$ cat src/rtl/tdm_mux_pkg.sv
// Shared constants, FSM state type and width helpers for the TDM channel multiplexer.
package tdm_mux_pkg;

    localparam logic MODE_FIXED = 1'b0;
    localparam logic MODE_SCAN  = 1'b1;

    localparam int unsigned DEF_N_CH  = 4;
    localparam int unsigned DEF_WIDTH = 8;
    localparam int unsigned DEF_DWELL = 4;

    typedef enum logic {
        ST_FIXED = 1'b0,
        ST_SCAN  = 1'b1
    } state_t;

    function automatic int unsigned clog2(input int unsigned v);
        int unsigned r;
        r = 0;
        while ((32'd1 << r) < v) r++;
        return r;
    endfunction

    // Pointer/counter width: never narrower than one bit.
    function automatic int unsigned width_of(input int unsigned n);
        return (clog2(n) < 1) ? 1 : clog2(n);
    endfunction

endpackage

$ cat src/rtl/tdm_mux_scan_dwell.sv
// tdm_dwell_counter: DWELL-modulo counter with hold, sync clear, first-cycle and terminal-count strobes.
module tdm_dwell_counter
    import tdm_mux_pkg::*;
#(
    parameter int unsigned DWELL = DEF_DWELL
) (
    input  logic clk,
    input  logic rst,
    input  logic hold_i,
    input  logic clr_i,
    input  logic en_i,
    output logic first_o,
    output logic tc_o
);

    localparam int unsigned CNT_W = width_of(DWELL);
    localparam logic [CNT_W-1:0] LAST = CNT_W'(DWELL - 1);

    logic [CNT_W-1:0] cnt_q, cnt_d;

    assign first_o = (cnt_q == '0);
    assign tc_o    = (cnt_q == LAST);

    always_comb begin
        cnt_d = cnt_q;
        if (!hold_i) begin
            if (clr_i) begin
                cnt_d = '0;
            end else if (en_i) begin
                cnt_d = tc_o ? '0 : cnt_q + 1'b1;
            end
        end
    end

    always_ff @(posedge clk or posedge rst) begin
        if (rst) cnt_q <= '0;
        else     cnt_q <= cnt_d;
    end

endmodule

$ cat src/rtl/tdm_mux_scan.sv
// N-channel registered mux with fixed-select and time-division scan modes.
// Optional channel masking is built when TDM_MUX_SCAN_MASK_EN is defined.
module tdm_mux_scan
    import tdm_mux_pkg::*;
#(
    parameter  int unsigned N_CH  = DEF_N_CH,
    parameter  int unsigned WIDTH = DEF_WIDTH,
    parameter  int unsigned DWELL = DEF_DWELL,
    localparam int unsigned SEL_W = width_of(N_CH)
) (
    input  logic                  clk,
    input  logic                  rst,
    input  logic                  mode,
    input  logic [SEL_W-1:0]      sel,
    input  logic                  hold,
    input  logic [N_CH*WIDTH-1:0] din,
`ifdef TDM_MUX_SCAN_MASK_EN
    input  logic [N_CH-1:0]       ch_mask,
`endif
    output logic [WIDTH-1:0]      dout,
    output logic                  dout_valid,
    output logic [SEL_W-1:0]      ch_out,
    output logic                  frame_start
);

    localparam int unsigned SPAN = 1 << SEL_W;

    function automatic logic [SPAN-1:0] legal_map();
        logic [SPAN-1:0] r;
        for (int unsigned i = 0; i < SPAN; i++) r[i] = (i < N_CH);
        return r;
    endfunction

    localparam logic [SPAN-1:0] LEGAL = legal_map();

`ifdef TDM_MUX_SCAN_MASK_EN
    // Next enabled channel after p, wrapping; returns p if it is the only one.
    function automatic logic [SEL_W-1:0] next_set(input logic [SEL_W-1:0] p,
                                                  input logic [N_CH-1:0]  m);
        logic [SEL_W-1:0] r;
        logic             found;
        int unsigned      idx;
        r     = p;
        found = 1'b0;
        for (int unsigned i = 1; i <= N_CH; i++) begin
            idx = (32'(p) + i) % N_CH;
            if (!found && m[idx]) begin
                r     = SEL_W'(idx);
                found = 1'b1;
            end
        end
        return r;
    endfunction

    function automatic logic [SEL_W-1:0] lowest_set(input logic [N_CH-1:0] m);
        logic [SEL_W-1:0] r;
        logic             found;
        r     = '0;
        found = 1'b0;
        for (int unsigned i = 0; i < N_CH; i++) begin
            if (!found && m[i]) begin
                r     = SEL_W'(i);
                found = 1'b1;
            end
        end
        return r;
    endfunction
`endif

    state_t             state_q, state_d;
    logic [SEL_W-1:0]   ptr_q, ptr_d;
    logic [WIDTH-1:0]   dout_q, dout_d;
    logic               valid_q, valid_d;
    logic [SEL_W-1:0]   ch_q, ch_d;
    logic               fs_q, fs_d;

    logic [SEL_W-1:0]   base, cur, first_ch;
    logic [SPAN-1:0]    mask_ext;
    logic               any, sel_ok;
    logic               cnt_first, cnt_tc;

    tdm_dwell_counter #(
        .DWELL (DWELL)
    ) u_dwell (
        .clk     (clk),
        .rst     (rst),
        .hold_i  (hold),
        .clr_i   (mode == MODE_FIXED),
        .en_i    ((mode == MODE_SCAN) && any),
        .first_o (cnt_first),
        .tc_o    (cnt_tc)
    );

    always_comb begin
        state_d  = state_q;
        ptr_d    = ptr_q;
        dout_d   = dout_q;
        valid_d  = valid_q;
        ch_d     = ch_q;
        fs_d     = 1'b0;

        base     = (state_q == ST_SCAN) ? ptr_q : '0;
`ifdef TDM_MUX_SCAN_MASK_EN
        mask_ext = SPAN'(ch_mask);
        any      = |ch_mask;
        cur      = mask_ext[base] ? base : next_set(base, ch_mask);
        first_ch = lowest_set(ch_mask);
`else
        mask_ext = '1;
        any      = 1'b1;
        cur      = base;
        first_ch = '0;
`endif
        sel_ok   = LEGAL[sel] && mask_ext[sel];

        if (!hold) begin
            if (mode == MODE_SCAN) begin
                state_d = ST_SCAN;
                if (any) begin
                    dout_d  = din[32'(cur)*WIDTH +: WIDTH];
                    valid_d = 1'b1;
                    ch_d    = cur;
                    // Frame marker rides with the first dwell cycle of the first enabled channel.
                    fs_d    = (cur == first_ch) && cnt_first;
                    if (cnt_tc) begin
`ifdef TDM_MUX_SCAN_MASK_EN
                        ptr_d = next_set(cur, ch_mask);
`else
                        ptr_d = (32'(cur) == N_CH - 1) ? '0 : cur + 1'b1;
`endif
                    end else begin
                        ptr_d = cur;
                    end
                end else begin
                    dout_d  = '0;
                    valid_d = 1'b0;
                    ch_d    = ptr_q;
                end
            end else begin
                state_d = ST_FIXED;
                ptr_d   = '0;
                ch_d    = sel;
                valid_d = sel_ok;
                dout_d  = sel_ok ? din[32'(sel)*WIDTH +: WIDTH] : '0;
            end
        end
    end

    always_ff @(posedge clk or posedge rst) begin
        if (rst) begin
            state_q <= ST_FIXED;
            ptr_q   <= '0;
            dout_q  <= '0;
            valid_q <= 1'b0;
            ch_q    <= '0;
            fs_q    <= 1'b0;
        end else begin
            state_q <= state_d;
            ptr_q   <= ptr_d;
            dout_q  <= dout_d;
            valid_q <= valid_d;
            ch_q    <= ch_d;
            fs_q    <= fs_d;
        end
    end

    assign dout        = dout_q;
    assign dout_valid  = valid_q;
    assign ch_out      = ch_q;
    assign frame_start = fs_q;

endmodule

$ cat config.mk
export PLATFORM = sky130hd
export DESIGN_NAME = tdm_mux_scan
export DESIGN_NICKNAME = d
export VERILOG_FILES = /design/src/rtl/tdm_mux_pkg.sv /design/src/rtl/tdm_mux_scan_dwell.sv /design/src/rtl/tdm_mux_scan.sv
export SDC_FILE = /design/constraint.sdc
export NUM_CORES = 1
export LEC_CHECK = 0
export CORE_AREA = 2 2 53 55
export CTS_CLUSTER_SIZE = 14
export DETAILED_ROUTE_END_ITERATION = 7
export DIE_AREA = 0 0 55 57
export GPL_TIMING_DRIVEN = 0
export PLACE_DENSITY = 0.88
export SLEW_MARGIN = 5
export SYNTH_ARGS = -nofsm -noshare
export SYNTH_HDL_FRONTEND = slang
export SYNTH_SLANG_ARGS = --single-unit
export TNS_END_PERCENT = 50
$ cat constraint.sdc
create_clock -name clk -period 2.77 [get_ports clk]
set_input_delay 0.554 -clock clk [delete_from_list [all_inputs] [get_ports clk]]
set_output_delay 0.554 -clock clk [all_outputs]
set_load 0.1 [all_outputs]
Word level (Yosys, flattened, before mapping)
Cells that the tools add are included.
{"block": "totals", "elab_cells": 32, "reg_bits": 17, "inputBits": 38}
{"block": "classes", "n_eq_ne": 2, "n_lt_le_gt_ge": 1, "mux": 15, "n_reduce_logical": 3, "add_sub_neg": 2, "shift": 2}
{"cell": "$shiftx A32 B6 Y8", "n": 2}
{"cell": "$mux W8", "n": 2}
{"cell": "$mux W2", "n": 7}
{"cell": "$mux W1", "n": 5}
{"cell": "$add A2 B1 Y2 const B", "n": 2}
{"cell": "$eq A2 B2 Y1 const B", "n": 2}
{"cell": "$logic_not A2 Y1", "n": 2}
{"cell": "$lt A2 B3 Y1 const B", "n": 1}
{"cell": "$bmux W1 S2", "n": 1}
{"cell": "$logic_and A1 B1 Y1", "n": 1}

Logic depth before layout (Yosys ltp)
Gate-level depths: netlist (run 1).
{"block": "depth", "depth_word": 5, "depth_mapped": 6, "ltp_nobuf": 5}

Modules after synthesis
A second synthesis (run 1) with hierarchy kept.
{"block": "hier_totals", "hier_cells": 109, "area_unflattened_um2": 1111.1}
{"module": "tdm_mux_scan", "seq_area_each_um2": 375.4, "area_per_inst_um2": 983.4, "cells_each": 97, "instances": 1}
{"module": "tdm_dwell_counter", "seq_area_each_um2": 50.0, "area_per_inst_um2": 127.6, "cells_each": 12, "instances": 1}

Worst setup path before layout (run 1)
Ideal clock, no wire load.
{"block": "synth_path", "kind": "input-to-reg", "startpoint": "in mode", "endpoint": "reg dout_q[0] (netlist: dout[0])", "stages": 5, "slack_ns": 1.288, "setup_ns": 0.094, "arrival_time_ns": 1.388, "cell_sequence": "buf_4 nand2b_1 and3_1 buf_4 a221oi_2"}
{"block": "synth_via", "elab_chain_cells": 1}
{"item": "start: declaration", "line_no": "tdm_mux_scan.sv:13", "text": "input logic mode,"}
{"item": "$mux W8", "line_no": "tdm_mux_scan.sv:117", "text": "if (mode == MODE_SCAN) begin"}
{"item": "end signal: assignment", "line_no": "tdm_mux_scan.sv:160", "text": "dout_q <= dout_d;"}
{"item": "end: declaration", "line_no": "tdm_mux_scan.sv:72", "text": "logic [WIDTH-1:0] dout_q, dout_d;"}
Every way passes these cells.
A chain may end at the register's enable or synchronous reset.

Worst setup path after layout (run 1)
{"block": "layout_path", "startpoint": "reg dout_q[1] (netlist: dout[1])", "endpoint": "out dout[1]"}
{"item": "end: declaration", "line_no": "tdm_mux_scan.sv:20", "text": "output logic [WIDTH-1:0] dout,"}
No word-level cell between the ends.

==> results of run 1 <==
cell type report:
type,instances,share of cell area
Buffer,6,0.0247
Clock buffer,4,0.0162
Inverter,13,0.0300
Multi-Input combinational cell,73,0.347
Sequential cell,17,0.262
Tap cell,31,0.0239
Timing Repair Buffer,48,0.296
logic make-up (layout without fill, tap and decap cells):
logic type                 count (synthesis)  after routing  share of synthesized area
AOI/OAI and AO/OA                         23             23                      0.200
adders and majority gates                  3              3                     0.0348
buffers and inverters                     19             71                     0.0824
DFF                                       17             17                      0.394
muxes                                      9              9                     0.0847
and+or+nand+nor                           38             38                      0.204
cells in the final DEF, fill, tap and decap left out, drive strengths merged:
| master | count |
|---|---|
| clkdlybuf4s50 | 48 |
| ha | 3 |
| a221oi | 8 |
| nor2b | 2 |
| nand3 | 10 |
| a21oi | 2 |
| mux2 | 1 |
| o31ai | 1 |
| nand2b | 3 |
| inv | 13 |
| nand2 | 11 |
| a32o | 2 |
| a22o | 1 |
| and2b | 1 |
| and3 | 11 |
| dfrtp | 17 |
| clkbuf | 4 |
| o21ai | 9 |
| buf | 6 |
| mux2i | 8 |
path summary, 6_finish.rpt:
check | from | endpoint | slack, ns | cells past startpoint
hold / removal | dout_valid | dout_valid | 0.48 | 1
min in group asynchronous | rst | dout[2] | 0.63 | 2
setup / recovery | dout[1] | dout[1] | 0.40 | 1
hold reg to reg | dout_valid | dout_valid | 0.48 | 1
setup reg to reg | state_q | dout[2] | 1.38 | 4
max in group asynchronous | rst | ch_out[0] | 1.73 | 2
report_power, final:
part           switching [mW]  internal (mW)
clock                  0.0781         0.0561
combinational           0.221          0.124
sequential             0.0179          0.274
total                   0.317          0.453
layer usage:
| layer | global-route usage | wire length [µm] | up-vias |
|---|---|---|---|
| li1 | - | - | 490 |
| met1 | 0.227 | 1190 | 513 |
| met2 | 0.345 | 1510 | 24 |
| met3 | 0.0209 | 96 | 4 |
| met4 | 0.0767 | 36 | 0 |
| met5 | 0 | 0 | - |
state kept, by name (all words and copies together), names as in the netlist:
signal / count
state_q: 1
ch_out: 2
dout_valid: 1
ptr_q: 2
dout: 8
u_dwell.cnt_q: 2
frame_start: 1
==> summary.txt, run 1 <==
Run status
  – Status: finished clean

STA
  – Total count of max-transition violations in the final report: 0
  – Part of the cycle the worst path needs: 0.855
  – Worst Max-Slew Pin Slew: 0.984 ns
  – Final setup margin: 0.401 ns
  – Highest attainable clock frequency: between 0.4 and 0.5 GHz
  – Unrepaired setup endpoints after global routing: no
  – Post-route worst hold slack: 0.478 ns
  – Final setup vio count: 0
  – Clock period minus final worst setup slack: 2.37 ns
  – Worst rel slew slack: 0.342
  – Sum Neg Setup Slack: 0 ns
  – Skew final: 0.00861 ns
  – Final Hold Viols: 0

Clock network
  – Clock net sink count: 17
  – H-tree Lvls: 1
  – Resized cells post-CTS: 0
  – Setup Fix Bufs, Post-CTS: 0
  – CTS clock-pin slew for the worst setup and hold paths: 0.10 ns
  – Post-CTS Hold Buffers: 0
  – Number of CTS-inserted buffers: 3
  – CTS tree: built
  – Buffer levels on the longest clock path: 2
  – Clock Latency Late Sink: 0.29 ns
  – Clock tree root buffer cell: clkbuf_4

Global route
  – Vias in the first global route: about 1000
  – Pin count of the biggest net entering global routing: 18
  – Overall overflow remaining after global route: 0
  – All-layer global routing usage: 0.193
  – Number of antenna violations at the first check in global routing: 0
  – Global-route wire length before repair: 4.44 mm

Cells and area
  – Antenna Diode Count: 0
  – Area Growth Syn to Fin: 50.6%
  – Final Non-Filler Cells: 192
  – Sequential cell area: 425 µm²
  – Share of post-route cells with drive strength above 1: 0.130
  – Filler instances: 226
  – Finished Core Util: 0.621
  – Layout Nets: around 200
  – Combined area of the multi-input logic cells: approximately 560 µm²
  – Final instance area: 1620 µm²

Drt
  – Post-route ant nets: 0
  – Routed WL per cell: about 15 µm
  – Total wirelength of the detailed-routed design: 2.83 mm
  – Detailed-route via count: roughly 1000
  – Detailed router's first-iteration violation count: 23
  – Number of remaining DRC errors: 0
  – Vias per std cell: 5.37
  – First drt pass iteration count: 4

Place
  – Post-placement setup slack: 0.677 ns
  – Final HPWL DP: 2.23 mm
  – Cell count after placement: 188
  – Count of buffers inserted at the top-level ports: 48
  – Placer Congestion: roughly 0.75
  – Standard cell area after detailed placement: 1600 µm²

Synth
  – Total nets after synthesis: 150
  – Instance count of the mapped netlist: about 110
  – Post-synth EDFFs: 0
  – Ranking of synthesized cells by instance count: 17 x dfrtp_1, 13 x inv_1, 11 x and3_1
  – Total number of yosys warnings: 0
  – Synth top area share: 0.394
  – Share of async-settable or async-resettable flops after synthesis: 1.00
  – Top-count cell post-synth: dfrtp_1
  – Top cells by area in the synthesized netlist: dfrtp_1 39%, a221oi_2 11%, mux2i_1 7.4%
  – Cell type with the largest total area after synthesis: dfrtp_1
  – Post-synthesis cell type count: 25
  – Synthesized cell area: 1080 µm²
  – Seq/Total Area, Yosys: 0.394
  – Average cell area after synthesis: 9.89 µm²
  – Top flip-flop cell by instance count after synthesis: dfrtp_1
  – Yosys reg bits: 17

Worst setup path
  – Launching element type of the critical path: flip-flop
  – Largest delay share family, worst path: buffers and inverters
  – Cells traversed along the worst timing path: clkdlybuf4s50_1
  – Biggest fanout along the worst timing path: 2
  – WS Path Type: reg -> out
  – Sum of buffers and inverters on the critical path: 1
  – Cell with the largest stage delay on the worst path: clkdlybuf4s50_1
  – Worst Setup End Kind: primary output
  – Largest stage delay on the critical path: 1.15 ns
  – Worst endpoint required time: 2.22 ns
  – Data arrival at the endpoint of the critical path: 1.82 ns

Die
  – Initial core utilization: 0.412
  – Ports: 50
  – Die Y-Extent: between 50 and 60 µm
  – Number of placement rows: 19
  – Floorplan die area: 3140 µm²
  – Die Wd: ~55 µm
  – Standard cell core area: 2620 µm²

Power
  – Power Density: around 470 nW/µm²
  – Final total power: 770 µW
  – Worst IR Drop VDD: 0.000292 V
  – Leakage dissipation: 0.729 nW

Min path
  – Worst hold path class: reg -> reg

Run
  – Max_cap viols: 0
No activity file was read; power rests on OpenSTA's default activity.
==> inputs of run 2 (changes only) <==
--- a/config.mk
+++ b/config.mk
@@ -5,12 +5,12 @@
 export SDC_FILE = /design/constraint.sdc
 export NUM_CORES = 1
 export LEC_CHECK = 0
-export CORE_AREA = 2 2 53 55
+export CORE_AREA = 2 2 63 65
 export CTS_CLUSTER_SIZE = 14
 export DETAILED_ROUTE_END_ITERATION = 7
-export DIE_AREA = 0 0 55 57
+export DIE_AREA = 0 0 65 67
 export GPL_TIMING_DRIVEN = 0
-export PLACE_DENSITY = 0.88
+export PLACE_DENSITY = 0.69
 export SLEW_MARGIN = 5
 export SYNTH_ARGS = -nofsm -noshare
 export SYNTH_HDL_FRONTEND = slang
==> constraint.sdc (replaced) <==
create_clock -name clk -period 2 [get_ports clk]
set_input_delay 0.4 -clock clk [delete_from_list [all_inputs] [get_ports clk]]
set_output_delay 0.4 -clock clk [all_outputs]
set_load 0.1 [all_outputs]
==> summary.txt, run 2 (synthesized netlist as in run 1, its figures left out) <==
Global route
  – Overall overflow remaining after global route: 0 (unchanged)
  – All-layer global routing usage: 0.131 (was 0.193)
  – Global-route wire length before repair: 4.29 mm (was 4.44 mm)
  – Pin count of the biggest net entering global routing: 18 (unchanged)
  – Vias in the first global route: 900 (was 1039)
  – Number of antenna violations at the first check in global routing: 0 (unchanged)

Power
  – Leakage dissipation: 0.747 nW (was 0.729 nW)
  – Power share of the combinational group: 0.410 (was 0.447)
  – Psw: 444 µW (was 317 µW)
  – Clk network pwr share: 0.228 (was 0.174)
  – Switching share of power: 0.397 (was 0.411)
  – Cell Int Power: 673 µW (was 453 µW)
  – Power Density: 677 nW/µm² (was 474 nW/µm²)
  – Worst IR Drop VDD: 0.000234 V (was 0.000292 V)
  – Reg power frac: 0.362 (was 0.379)

Drt
  – Detailed router's first-iteration violation count: 27 (was 23)
  – Detailed-route via count: 992 (was 1031)
  – First drt pass iteration count: 4 (unchanged)
  – Post-route ant nets: 0 (unchanged)
  – Routed WL per cell: 13.4 µm (was 14.7 µm)
  – Total wirelength of the detailed-routed design: 2.81 mm (was 2.83 mm)
  – Number of remaining DRC errors: 0 (unchanged)
  – Vias per std cell: 4.75 (was 5.37)

Clock network
  – CTS tree: built (unchanged)
  – Setup Fix Bufs, Post-CTS: 0 (unchanged)
  – CTS clock-pin slew for the worst setup and hold paths: 0.07 ns (was 0.10 ns)
  – Clock net sink count: 17 (unchanged)
  – Number of CTS-inserted buffers: 3 (unchanged)
  – H-tree Lvls: 1 (unchanged)
  – Buffer levels on the longest clock path: 2 (unchanged)
  – Clock tree root buffer cell: clkbuf_8 (was clkbuf_4)
  – Post-CTS Hold Buffers: 0 (unchanged)
  – Clock Latency Late Sink: 0.25 ns (was 0.29 ns)

Run status
  – Status: finished clean (unchanged)

STA
  – Clock period minus final worst setup slack: 1.89 ns
  – Sum Neg Setup Slack: 0 ns (unchanged)
  – Part of the cycle the worst path needs: 0.945
  – Worst Max-Slew Pin Slew: 0.978 ns (was 0.984 ns)
  – Worst rel slew slack: 0.351 (was 0.342)
  – Total count of max-transition violations in the final report: 0 (unchanged)
  – Unrepaired setup endpoints after global routing: no (unchanged)
  – Highest attainable clock frequency: between 0.5 and 0.6 GHz
  – Skew final: 0.00313 ns (was 0.00861 ns)
  – Final setup margin: 0.111 ns (was 0.401 ns)
  – Final Hold Viols: 0 (unchanged)
  – Final setup vio count: 0 (unchanged)

Cells and area
  – Top library cells by usage in the layout, fill and taps aside: 36 x clkdlybuf4s50_1, 17 x dfrtp_1, 13 x inv_1 (was 48 x clkdlybuf4s50_1, 17 x dfrtp_1, 13 x inv_1)
  – Leading cell type in the layout, fill and taps excluded: clkdlybuf4s50_1 (unchanged)
  – Layout Nets: 203 (unchanged)
  – Filler instances: 349 (was 226)
  – Sequential cell area: 425 µm² (unchanged)
  – Antenna Diode Count: 0 (unchanged)
  – Combined area of the multi-input logic cells: 564 µm² (unchanged)
  – Final instance area: 1650 µm² (was 1620 µm²)
  – Share of post-route cells with drive strength above 1: 0.130 (unchanged)
  – Number of flip-flops in the largest register: 8 (unchanged)
  – Area Growth Syn to Fin: 52.9% (was 50.6%)

Worst setup path
  – Launching element type of the critical path: flip-flop (unchanged)
  – WS Path Type: reg -> out (unchanged)
  – Worst Setup End Kind: primary output (unchanged)
  – Worst endpoint required time: 1.60 ns (was 2.22 ns)
  – Data arrival at the endpoint of the critical path: 1.49 ns (was 1.82 ns)
  – Largest stage delay on the critical path: 0.87 ns (was 1.15 ns)
  – Logic depth of the worst setup path including buffers: 1 (unchanged)
  – Cells on worst reg2reg path: 4 (unchanged)
  – Cells traversed along the worst timing path: dlygate4sd2_1 (was clkdlybuf4s50_1)
  – Sum of buffers and inverters on the critical path: 1 (unchanged)
  – Biggest fanout along the worst timing path: 2 (unchanged)
  – Largest delay share family, worst path: buffers and inverters (unchanged)
  – Cell with the largest stage delay on the worst path: dlygate4sd2_1 (was clkdlybuf4s50_1)

Run
  – Max_cap viols: 0 (unchanged)

Die
  – Ports: 50 (unchanged)
  – Die Y-Extent: 67 µm (was 57 µm)
  – Die Wd: 65 µm (was 55 µm)
  – Number of placement rows: 22 (was 19)
  – Floorplan die area: 4360 µm² (was 3140 µm²)
  – Standard cell core area: 3610 µm² (was 2620 µm²)
  – Initial core utilization: 0.299 (was 0.412)

Place
  – Count of buffers inserted at the top-level ports: 48 (unchanged)
  – Post-placement setup slack: 0.0560 ns (was 0.677 ns)
  – Placer Congestion: 0.779 (was 0.749)
  – Final HPWL DP: 2.24 mm (was 2.23 mm)
  – Standard cell area after detailed placement: 1620 µm² (was 1600 µm²)

Min path
  – Hold Path Stages: 2 (was 1)
  – Worst hold path class: in -> reg (was reg -> reg)
-- run 2: layer usage --
layer,vias to the layer above,wire (µm),part of all wire,global-route usage
met2,32,1480,0.53,0.240
met1,462,1170,0.42,0.156
met4,0,35,0.012,0.0479
met5,-,0,0,0
met3,4,123,0.044,0.0169
li1,494,-,-,-
-- run 2: path summary, 6_finish.rpt --
path / from / to / slack, ns
worst min-delay path: hold / dout_valid / 0.46
worst max-delay path: dout[1] / dout[1] / 0.11
max in group asynchronous: rst / dout[5] / 1.05
min in group asynchronous: rst / dout_valid / 0.53
worst min register to register: dout_valid / dout_valid / 0.47
worst max register to register: state_q / dout[3] / 0.60
-- run 2: layout make-up --
type | count | area share
clock buffers | 4 | 0.0273
repair buffers | 48 | 0.282
plain buffers | 6 | 0.0243
multi-input cells | 73 | 0.342
well taps | 48 | 0.0364
inverters | 13 | 0.0296
flip-flops and latches | 17 | 0.258
-- run 2: repair_timing --
| action | in CTS | in global routing |
|---|---|---|
| hold endpoints to repair | 0 | 0 |
| resized for setup | 12 | 0 |
| setup endpoints to repair | 12 | 0 |
-- run 2: power by group through the flow --
stage / clock [mW] / combinational (mW) / sequential, mW
2_1_floorplan: 0 / 0.128 / 0.604
3_3_place_gp: 0 / 0.472 / 0.409
3_5_place_dp: 0 / 0.480 / 0.413
4_1_cts: 0.259 / 0.462 / 0.405
5_1_grt: 0.277 / 0.487 / 0.409
6_report: 0.254 / 0.458 / 0.405
-- run 2: per-stage QoR --
step,hold WS [ns],instances,utilization,power (mW)
final,0.458,209,0.457,1.12
after global routing,0.455,209,0.457,1.17
after CTS,0.458,209,0.457,1.13
after detailed placement,0.456,205,0.449,0.893
after global placement,0.450,205,0.449,0.881
after floorplan,0.326,109,-,0.732
==> inputs of run 3 (changes only) <==
--- a/config.mk
+++ b/config.mk
@@ -9,8 +9,9 @@
 export CTS_CLUSTER_SIZE = 14
 export DETAILED_ROUTE_END_ITERATION = 7
 export DIE_AREA = 0 0 65 67
+export DONT_BUFFER_PORTS = 1
 export GPL_TIMING_DRIVEN = 0
-export PLACE_DENSITY = 0.69
+export PLACE_DENSITY = 0.51
 export SLEW_MARGIN = 5
 export SYNTH_ARGS = -nofsm -noshare
 export SYNTH_HDL_FRONTEND = slang
==> summary.txt, run 3 (synthesized netlist as in run 1, its figures left out) <==
Run status
  – Status: finished clean (unchanged)

STA
  – Clock period minus final worst setup slack: 1.59 ns (was 1.89 ns)
  – Unrepaired setup endpoints after global routing: no (unchanged)
  – Worst rel slew slack: 0.399 (was 0.351)
  – Total count of max-transition violations in the final report: 0 (unchanged)
  – Part of the cycle the worst path needs: 0.795 (was 0.945)
  – Skew final: 0.00328 ns (was 0.00313 ns)
  – Highest attainable clock frequency: 0.629 GHz (was 0.529 GHz)
  – Post-route worst hold slack: 0.125 ns (was 0.458 ns)
  – Worst Max-Slew Pin Slew: 0.901 ns (was 0.978 ns)
  – Sum Neg Setup Slack: 0 ns (unchanged)
  – Final Hold Viols: 0 (unchanged)
  – Final setup vio count: 0 (unchanged)

Drt
  – Vias per std cell: 5.06 (was 4.75)
  – Number of remaining DRC errors: 0 (unchanged)
  – Routed WL per cell: 16.0 µm (was 13.4 µm)
  – Detailed-route via count: 814 (was 992)
  – First drt pass iteration count: 4 (unchanged)
  – Detailed router's first-iteration violation count: 18 (was 27)
  – Total wirelength of the detailed-routed design: 2.57 mm (was 2.81 mm)
  – Post-route ant nets: 0 (unchanged)

Global route
  – Overall overflow remaining after global route: 0 (unchanged)
  – Global-route wire length before repair: 4.12 mm (was 4.29 mm)
  – Vias in the first global route: 873 (was 900)
  – Number of antenna violations at the first check in global routing: 0 (unchanged)
  – All-layer global routing usage: 0.126 (was 0.131)
  – Pin count of the biggest net entering global routing: 18 (unchanged)

Run
  – Max_cap viols: 0 (unchanged)

Cells and area
  – Area Growth Syn to Fin: 9.75% (was 52.9%)
  – Top library cells by usage in the layout, fill and taps aside: 17 x dfrtp_1, 13 x inv_1, 11 x and3_1 (was 36 x clkdlybuf4s50_1, 17 x dfrtp_1, 13 x inv_1)
  – Filler instances: 376 (was 349)
  – Number of flip-flops in the largest register: 8 (unchanged)
  – Share of post-route cells with drive strength above 1: 0.186 (was 0.130)
  – Antenna Diode Count: 0 (unchanged)
  – Layout Nets: 155 (was 203)
  – Leading cell type in the layout, fill and taps excluded: dfrtp_1 (was clkdlybuf4s50_1)
  – Final Non-Filler Cells: 161 (was 209)

Clock network
  – Number of CTS-inserted buffers: 3 (unchanged)
  – CTS clock-pin slew for the worst setup and hold paths: 0.07 ns (about the same)
  – CTS tree: built (unchanged)
  – Buffer levels on the longest clock path: 2 (unchanged)
  – Setup Fix Bufs, Post-CTS: 0 (unchanged)
  – Clock Latency Late Sink: 0.25 ns (about the same)
  – Clock net sink count: 17 (unchanged)
  – Clock tree root buffer cell: clkbuf_8 (unchanged)
  – Post-CTS Hold Buffers: 0 (unchanged)
  – Resized cells post-CTS: 0 (was 12)
  – H-tree Lvls: 1 (unchanged)

Worst setup path
  – Data arrival at the endpoint of the critical path: 1.19 ns (was 1.49 ns)
  – Cells on worst reg2reg path: 2 (was 4)
  – Worst endpoint required time: 1.60 ns (about the same)
  – WS Path Type: reg -> out (unchanged)
  – Biggest fanout along the worst timing path: 2 (unchanged)
  – Launching element type of the critical path: flip-flop (unchanged)
  – Logic depth of the worst setup path including buffers: 0 (was 1)
  – Worst Setup End Kind: primary output (unchanged)

Power
  – Leakage dissipation: 0.548 nW (was 0.747 nW)
  – Power Density: 854 nW/µm² (was 677 nW/µm²)
  – Worst IR Drop VDD: 0.000187 V (was 0.000234 V)
  – Final total power: 1.01 mW (was 1.12 mW)

Die
  – Floorplan die area: 4360 µm² (unchanged)
  – Ports: 50 (unchanged)
  – Number of placement rows: 22 (unchanged)
  – Standard cell core area: 3610 µm² (unchanged)
  – Initial core utilization: 0.299 (unchanged)
  – Die Y-Extent: 67 µm (unchanged)
  – Die Wd: 65 µm (unchanged)

Place
  – Count of buffers inserted at the top-level ports: 0 (was 48)
  – Cell count after placement: 157 (was 205)
  – Placer Congestion: 0.831 (was 0.779)
  – Final HPWL DP: 2.03 mm (was 2.24 mm)

Min path
  – Worst hold path class: in -> async (was in -> reg)
==> run 3: cell types whose count changed in the layout (fill, tap and decap cells not counted), sizes merged <==
| cell | change |
|---|---|
| clkdlybuf4s50 | -36 |
| dlygate4sd2 | -12 |
==> run 3: worst paths after layout <==
path / from / to / slack (ns)
worst max-delay path: ch_out[0] / ch_out[0] / 0.41
worst min-delay path: rst / dout[2] / 0.12
worst max register to register: dout[3] / dout[3] / 0.55
worst min register to register: u_dwell.cnt_q[0] / u_dwell.cnt_q[0] / 0.52
max in group asynchronous: rst / dout[4] / 1.45
min in group clk: din[5] / dout[5] / 0.41
==> run 3: power by group <==
group          switching, mW  total [mW]  internal [mW]
clock                  0.117       0.259          0.141
sequential             0.230       0.605          0.375
combinational         0.0796       0.148         0.0680
==> run 3: cell type report <==
class	count	area, µm²	share of cell area
multi-input cells	73	564	0.477
flip-flops and latches	17	425	0.359
well taps	48	60.1	0.0507
inverters	13	48.8	0.0412
clock buffers	4	45.0	0.0381
plain buffers	6	40.0	0.0338
==> run 3: per-stage QoR <==
stage	utilization	worst slack, ns	area (µm²)
3_5_place_dp	0.316	0.539	1140
5_1_grt	0.328	0.383	1180
2_1_floorplan	-	0.610	1080
6_report	0.328	0.409	1180
4_1_cts	0.328	0.402	1180
3_3_place_gp	0.316	0.568	1140
==> run 3: layer usage <==
| layer | wire length [µm] | vias to the layer above | part of all wire | global-route usage |
|---|---|---|---|---|
| met1 | 1060 | 381 | 0.41 | 0.152 |
| met2 | 1260 | 34 | 0.49 | 0.214 |
| met5 | 0 | - | 0 | 0 |
| li1 | - | 395 | - | - |
| met4 | 42 | 0 | 0.016 | 0.0559 |
| met3 | 212 | 4 | 0.082 | 0.0287 |
